### src/rtl/seq_mag_comparator.sv
// Sequential MSB-first magnitude comparator, DIGIT bits per cycle, unsigned or two's complement.
// Define EARLY_EXIT_EN to finish on the first differing digit instead of always scanning ND digits.
module seq_mag_comparator #(
  parameter int WIDTH = 8,
  parameter int DIGIT = 2
) (
  input  logic             clk,
  input  logic             rst,
  input  logic             start_i,
  input  logic             signed_mode_i,
  input  logic [WIDTH-1:0] a_i,
  input  logic [WIDTH-1:0] b_i,
  output logic             busy_o,
  output logic             done_o,
  output logic             eq_o,
  output logic             gt_o,
  output logic             lt_o
);

  localparam int ND = WIDTH / DIGIT;
  localparam int CW = (ND > 1) ? $clog2(ND) : 1;
  localparam logic [CW-1:0] LastDigit = CW'(ND - 1);
  localparam logic [WIDTH-1:0] MsbMask = {1'b1, {(WIDTH-1){1'b0}}};

  typedef enum logic [1:0] {IDLE, COMPARE, DONE} state_e;

  state_e           state_q;
  logic [WIDTH-1:0] aReg_q, bReg_q;
  logic [CW-1:0]    cnt_q;
  logic             busy_q, done_q, eq_q, gt_q, lt_q;

  logic [WIDTH-1:0] aCap_d, bCap_d;
  logic [DIGIT-1:0] aDigit, bDigit;
  logic             digitDiff, digitGt, lastDigit;

  // Offset binary: flipping the sign bits makes an unsigned compare order signed values correctly.
  assign aCap_d = signed_mode_i ? (a_i ^ MsbMask) : a_i;
  assign bCap_d = signed_mode_i ? (b_i ^ MsbMask) : b_i;

  // Operands shift left each cycle, so the digit under test is always the top slice.
  assign aDigit    = aReg_q[WIDTH-1 -: DIGIT];
  assign bDigit    = bReg_q[WIDTH-1 -: DIGIT];
  assign digitDiff = (aDigit != bDigit);
  assign digitGt   = (aDigit > bDigit);
  assign lastDigit = (cnt_q == LastDigit);

`ifndef EARLY_EXIT_EN
  logic decided;
  assign decided = gt_q | lt_q;
`endif

  always_ff @(posedge clk or posedge rst) begin
    if (rst) begin
      state_q <= IDLE;
      aReg_q  <= '0;
      bReg_q  <= '0;
      cnt_q   <= '0;
      busy_q  <= 1'b0;
      done_q  <= 1'b0;
      eq_q    <= 1'b0;
      gt_q    <= 1'b0;
      lt_q    <= 1'b0;
    end else begin
      case (state_q)
        IDLE: begin
          done_q <= 1'b0;
          if (start_i) begin
            state_q <= COMPARE;
            aReg_q  <= aCap_d;
            bReg_q  <= bCap_d;
            cnt_q   <= '0;
            busy_q  <= 1'b1;
            eq_q    <= 1'b0;
            gt_q    <= 1'b0;
            lt_q    <= 1'b0;
          end
        end
        COMPARE: begin
          aReg_q <= aReg_q << DIGIT;
          bReg_q <= bReg_q << DIGIT;
`ifdef EARLY_EXIT_EN
          if (digitDiff || lastDigit) begin
            gt_q    <= digitDiff && digitGt;
            lt_q    <= digitDiff && !digitGt;
            eq_q    <= !digitDiff;
            state_q <= DONE;
            busy_q  <= 1'b0;
            done_q  <= 1'b1;
          end else begin
            cnt_q <= cnt_q + CW'(1);
          end
`else
          // Only the first differing digit decides; later digits are ignored.
          if (!decided && digitDiff) begin
            gt_q <= digitGt;
            lt_q <= !digitGt;
          end
          if (lastDigit) begin
            eq_q    <= !decided && !digitDiff;
            state_q <= DONE;
            busy_q  <= 1'b0;
            done_q  <= 1'b1;
          end else begin
            cnt_q <= cnt_q + CW'(1);
          end
`endif
        end
        DONE: begin
          done_q  <= 1'b0;
          state_q <= IDLE;
        end
        default: begin
          state_q <= IDLE;
          busy_q  <= 1'b0;
          done_q  <= 1'b0;
        end
      endcase
    end
  end

  assign busy_o = busy_q;
  assign done_o = done_q;
  assign eq_o   = eq_q;
  assign gt_o   = gt_q;
  assign lt_o   = lt_q;

endmodule
### config.mk
export PLATFORM = sky130hd
export DESIGN_NAME = seq_mag_comparator
export DESIGN_NICKNAME = d
export VERILOG_FILES = /design/src/rtl/seq_mag_comparator.sv
export SDC_FILE = /design/constraint.sdc
export NUM_CORES = 1
export LEC_CHECK = 0
export BUFFER_PORTS_ARGS = -buffer_cell sky130_fd_sc_hd__buf_4
export CORE_ASPECT_RATIO = 1.75
export CORE_MARGIN = 1
export CORE_UTILIZATION = 40
export CTS_BUF_LIST = sky130_fd_sc_hd__clkbuf_8 sky130_fd_sc_hd__clkbuf_16
export DETAILED_ROUTE_END_ITERATION = 10
export GPL_TIMING_DRIVEN = 0
export SYNTH_ARGS = -nofsm -noshare
export SYNTH_HDL_FRONTEND = slang
export SYNTH_SLANG_ARGS = --single-unit
### constraint.sdc
create_clock -name clk -period 1.3 [get_ports clk]
set_clock_uncertainty 0.05 [all_clocks]
set_input_delay 0.195 -clock clk [delete_from_list [all_inputs] [get_ports clk]]
set_output_delay 0.195 -clock clk [all_outputs]
set_load 0.02 [all_outputs]
# == Word level (Yosys, flattened, before mapping) ==
# Cells that the tools add are included.
# word_totals
elab_cells,60
in_bits,20
out_inout_bits,5
reg_bits,25
# classes
reduce_logical,13
order_cmp,1
n_bitwise,4
add_sub_neg,1
n_mux,24
n_eq_ne,8
# ops
op,count
8-bit 2-to-1 mux,4
8-bit case mux with 2 select lines,2
3-bit AND reduction,4
1-bit 2-to-1 mux,8
2-bit 2-to-1 mux,4
"2-bit != test, second input constant",4
2-bit case mux with 2 select lines,2
1-bit case mux with 2 select lines,3
"2-bit == test, second input constant",2
2-bit AND reduction,2
1-bit logical NOT,3
1-bit inverter,3
1-bit case mux with 3 select lines,1
"2-bit by 1-bit adder with 2-bit output, second input constant",1
"2-bit by 1-bit == test with 1-bit output, second input constant",1
2-bit > comparator,1
1-bit logical AND,2
2-bit logical NOT,1
2-bit != test,1
2-bit nonzero test,1
1-bit bitwise OR,1

# == Longest topological paths before layout ==
# depth
depth_word,5
depth_mapped,5
ltp_nobuf,5

# == Least setup slack after synthesis ==
# OpenSTA, ideal clock, no wires.
# synth_timing
path_kind,register to register
from,register cnt_q[0]
to,register eq_q (netlist: eq_o)
setup_ns,0.125
arrival_ns,1.118
slack_ns,0.006
stages_incl_launch_ff,6
path_buffers,1
required_time_ns,1.125
period_less_slack_ns,1.294
cell_sequence,dfrtp_1 ha_1 buf_4 nand2_2 a21oi_2 mux2_4
# synth_via
elab_chain_len,3
# synth_rtl
element,line,source
start: declaration,29,logic [CW-1:0] cnt_q;
start signal: assignment,104,cnt_q <= cnt_q + CW'(1);
2-bit == test,45,assign lastDigit = (cnt_q == LastDigit);
2-bit != test (no line),--,
3-bit AND reduction (no line),--,
end signal: assignment,99,eq_q <= !decided && !digitDiff;
end: declaration,30,"logic busy_q, done_q, eq_q, gt_q, lt_q;"
# Every way passes these cells.
# A chain may end at the register's enable or synchronous reset.

# == Final worst setup path ==
# layout_timing
from,register aReg_q[6]
to,register lt_q (netlist: lt_o)
# layout_via
elab_chain_len,4
elab_cells_between_ends,8
cone_classes,1 x order compare; 2 x eq/ne; 2 x mux; 3 x reduce/logical
# layout_rtl
element,line,source
start: declaration,28,"logic [WIDTH-1:0] aReg_q, bReg_q;"
start signal: assignment,69,aReg_q <= aCap_d;
start signal: assignment,79,aReg_q <= aReg_q << DIGIT;
2-bit > comparator / 2-bit != test (equally long branches),"44, 43",
1-bit logical NOT / 1-bit logical AND (equally long branches),"96, 94",
1-bit 2-to-1 mux / 2-bit != test (equally long branches),--,
1-bit case mux with 2 select lines / 3-bit AND reduction (equally long branches),--,
end signal: assignment,96,lt_q <= !digitGt;
end: declaration,30,
# Parallel ways exist; a longest one is shown, timed or not. The select of a mux whose other input is x is not followed.

==> flow_metrics.env <==
export IMPL_cp_slowest_cell="dfrtp_1"
export IMPL_fmax_mhz=756
export IMPL_ys_ff_latch=25
export IMPL_slew_headroom_pct=37.4
export IMPL_diodes=0
export IMPL_dieArea_mm2=0.00330
export IMPL_multiInputGateArea_um2=553
export IMPL_worstSkewPairLatency_ns=0.26
export IMPL_die_h_um=75.2
export IMPL_final_util_pct=54.9
export IMPL_worst_slack_ns=-0.0221
export IMPL_grt_ovfl_total=0
export IMPL_regArea_um2=627
export IMPL_grt_pass1_vias=1045
export IMPL_synth_avg_cell_area_um2=10.6
export IMPL_cellPowerDensity_mw_per_mm2=2310
export IMPL_slowest_delay_ns=0.35
export IMPL_fp_coreArea_mm2=0.00293
export IMPL_clk_path_buf_depth=2
export IMPL_cp_end_kind="register"
export IMPL_yosys_top_cells_area="dfrtp_1 51%, o21ai_1 6.5%, a22oi_1 5.5%"
export IMPL_wl_per_cell_um=14.4
export IMPL_num_rows=26
export IMPL_dpl_cell_count=168
export IMPL_irDropWorstVdd_mv=1.44
export IMPL_start_util_pct=41.9
export IMPL_violations="setup timing"
export IMPL_clockRootBuffer="clkbuf_8"
export IMPL_worst_slew_pin_slew_ns=0.938
export IMPL_clk_pin_slew_ns=0.09
export IMPL_dpl_hpwl_um=1880
export IMPL_hold_violations=0
export IMPL_dp_slack_ns=-0.0854
export IMPL_drv_slew=0
export IMPL_io_pins=25
export IMPL_fillCellCount=258
export IMPL_cp_max_fo=2
export IMPL_status="complete, but fails checks"
export IMPL_fin_crit_ns=1.32
export IMPL_die_x_um=43.9
export IMPL_vias=990
export IMPL_cp_top_family="compound AO/OA/AOI/OAI gates"
export IMPL_ys_types=32
export IMPL_synth_top_area_share_pct=51.0
export IMPL_netlist_area_mm2=0.00123
export IMPL_drt_pass1_iterations=6
export IMPL_yosysSeqAreaShare_pct=51.0
export IMPL_synth_top_cell_by_area="dfrtp_1"
export IMPL_stdcell_count=182
export IMPL_ys_warn_count=0
export IMPL_tns_ns=-0.0347
export IMPL_drc=0
export IMPL_syn2layout_area_growth_pct=31.0
export IMPL_cts_sinks=25
export IMPL_cts_tree="built"
export IMPL_worst_path_buf_inv=1
export IMPL_dr_first_iter_drc_count=20
export IMPL_path_cells="inv_1 -> ha_1 -> nand2b_4 -> a211o_1 -> o21ai_1"
export IMPL_grt_max_degree=26
export IMPL_cp_start_kind="register"
export IMPL_leakagePower_nw=0.774
export IMPL_cts_htree_levels=1
export IMPL_final_area_mm2=0.00161
export IMPL_drtAntennaViolNets=0
export IMPL_finalWeightedCongestion=0.788
export IMPL_syn_num_nets=139
export IMPL_track_usage_pct=17.9
export IMPL_period_share_pct=102
export IMPL_setup_viol_count_final=2
export IMPL_critical_path_class="reg2reg"
export IMPL_drive_above_1_share_pct=35.7
export IMPL_routed_via_density=5.44
export IMPL_cts_made_buffers=3
export IMPL_min_path_type="in2async"
export IMPL_grt_pass1_wl_um=4490
export IMPL_maxCapViolations=0
export IMPL_antenna_found_initial=0
export IMPL_portBuffers=24
export IMPL_cp_arrival_ns=1.47
export IMPL_synthCells=116
export IMPL_postPlaceCellArea_mm2=0.00144
export IMPL_routed_wl_um=2610
export IMPL_nets=178
export IMPL_required_ns=1.45
export IMPL_rsz0062_at_grt="true"
[power breakdown]
part | internal, mW | switching [mW]
Sequential | 1.10 | 0.211
Clock | 0.211 | 0.243
Combinational | 1.02 | 0.930
[layout make-up]
| class | count | share of cell area, % |
|---|---|---|
| inverters | 6 | 1.40 |
| repair buffers | 34 | 15.9 |
| flip-flops and latches | 25 | 39.0 |
| well taps | 28 | 2.18 |
| plain buffers | 7 | 4.28 |
| clock buffers | 3 | 2.57 |
| multi-input cells | 78 | 34.4 |
| clock inverters | 1 | 0.234 |
[worst register-to-register path, delay by kind of cell, from the launching register on]
kind                     cells  cell delay, ns
AO/OA/AOI/OAI                2            0.36
buffers and inverters        1            0.04
flip-flops                   1            0.35
adder cells (fa/ha/maj)      1            0.30
AND/OR/NAND/NOR              1            0.14
[stage by stage]
stage,total power [mW],hold WS (ns)
final,3.72,0.0873
after global placement,2.91,0.368
after CTS,3.58,0.0945
after floorplan,2.50,0.172
after global routing,4.03,0.101
after detailed placement,2.96,0.372
[cells by family after synthesis]
| group | count (synthesis) | synth area share (%) |
|---|---|---|
| AO/OA/AOI/OAI | 42 | 24.0 |
| AND/OR/NAND/NOR | 30 | 12.1 |
| flip-flops | 25 | 51.0 |
| buffers and inverters | 13 | 7.14 |
| adder cells (fa/ha/maj) | 3 | 3.06 |
| XOR/XNOR | 2 | 1.43 |
| multiplexers | 1 | 1.22 |
[repair_timing]
item                                    CTS  global route
buffers inserted                          4             6
pin swaps                                 3             7
resized for setup                         3             6
hold buffers                              0             0
endpoints found under the setup margin   14            15
[cells in the final DEF, fill, tap and decap left out, types with 2 or more instances in the layout]
master	Yosys	final
o21ai_1	16	16
clkbuf_8	0	3
a22oi_1	9	9
buf_4	1	34
dfrtp_1	25	24
xnor2_1	2	2
nand2_1	12	12
nor2_1	7	7
buf_6	3	4
nor2b_1	3	3
a22o_1	6	6
a21o_1	2	2
a21oi_1	2	2
inv_1	6	6
nand2b_4	0	2
[worst paths after layout]
path / slack [ns] / end / depth (start not counted) / start
setup / recovery: -0.02 / lt_o$_DFFE_PP0P_ / 5 / aReg_q[6]$_DFFE_PP0P_
min in group clk: 0.10 / bReg_q[1]$_DFFE_PP0P_ / 2 / b_i[1]
hold / removal: 0.09 / aReg_q[1]$_DFFE_PP0P_ / 2 / rst
setup reg to reg: -0.02 / lt_o$_DFFE_PP0P_ / 5 / aReg_q[6]$_DFFE_PP0P_
max in group asynchronous: 0.48 / state_q[0]$_DFFE_PP0P_ / 2 / rst
hold reg to reg: 0.44 / busy_o$_DFFE_PP0P_ / 1 / busy_o$_DFFE_PP0P_
[Yosys cell counts]
cell,number
o21ai_1,16
nor2b_1,3
xnor2_1,2
a21oi_2,1
buf_6,3
clkbuf_1,1
nor2_4,1
buf_8,1
a21oi_1,2
nand2b_2,1
nand2_2,1
a22o_1,6
o2111ai_1,1
a211o_1,1
dfrtp_1,25
nand2b_1,2
and3b_1,1
nand2_1,12
nor4_1,1
a22oi_1,9
a21o_1,2
o21bai_2,1
a222oi_1,1
inv_1,6
nor3_1,1
buf_2,1
mux2_4,1
nor2_1,7
a31oi_1,1
a221oi_2,1
ha_1,3
buf_4,1
[registers in the layout (all words and copies together), names as in the netlist]
name / count
aReg_q: 8
bReg_q: 8
busy_o: 1
cnt_q: 2
done_o: 1
eq_o: 1
gt_o: 1
lt_o: 1
state_q: 2
[routing by layer]
layer	vias up	share of wire [%]	global-route usage, %
li1	490	-	-
met3	2	1.8	2.16
met1	484	43	21.8
met4	0	0.80	6.06
met2	14	55	32.3
met5	-	0	0
Power figures use the tool's default switching activity.
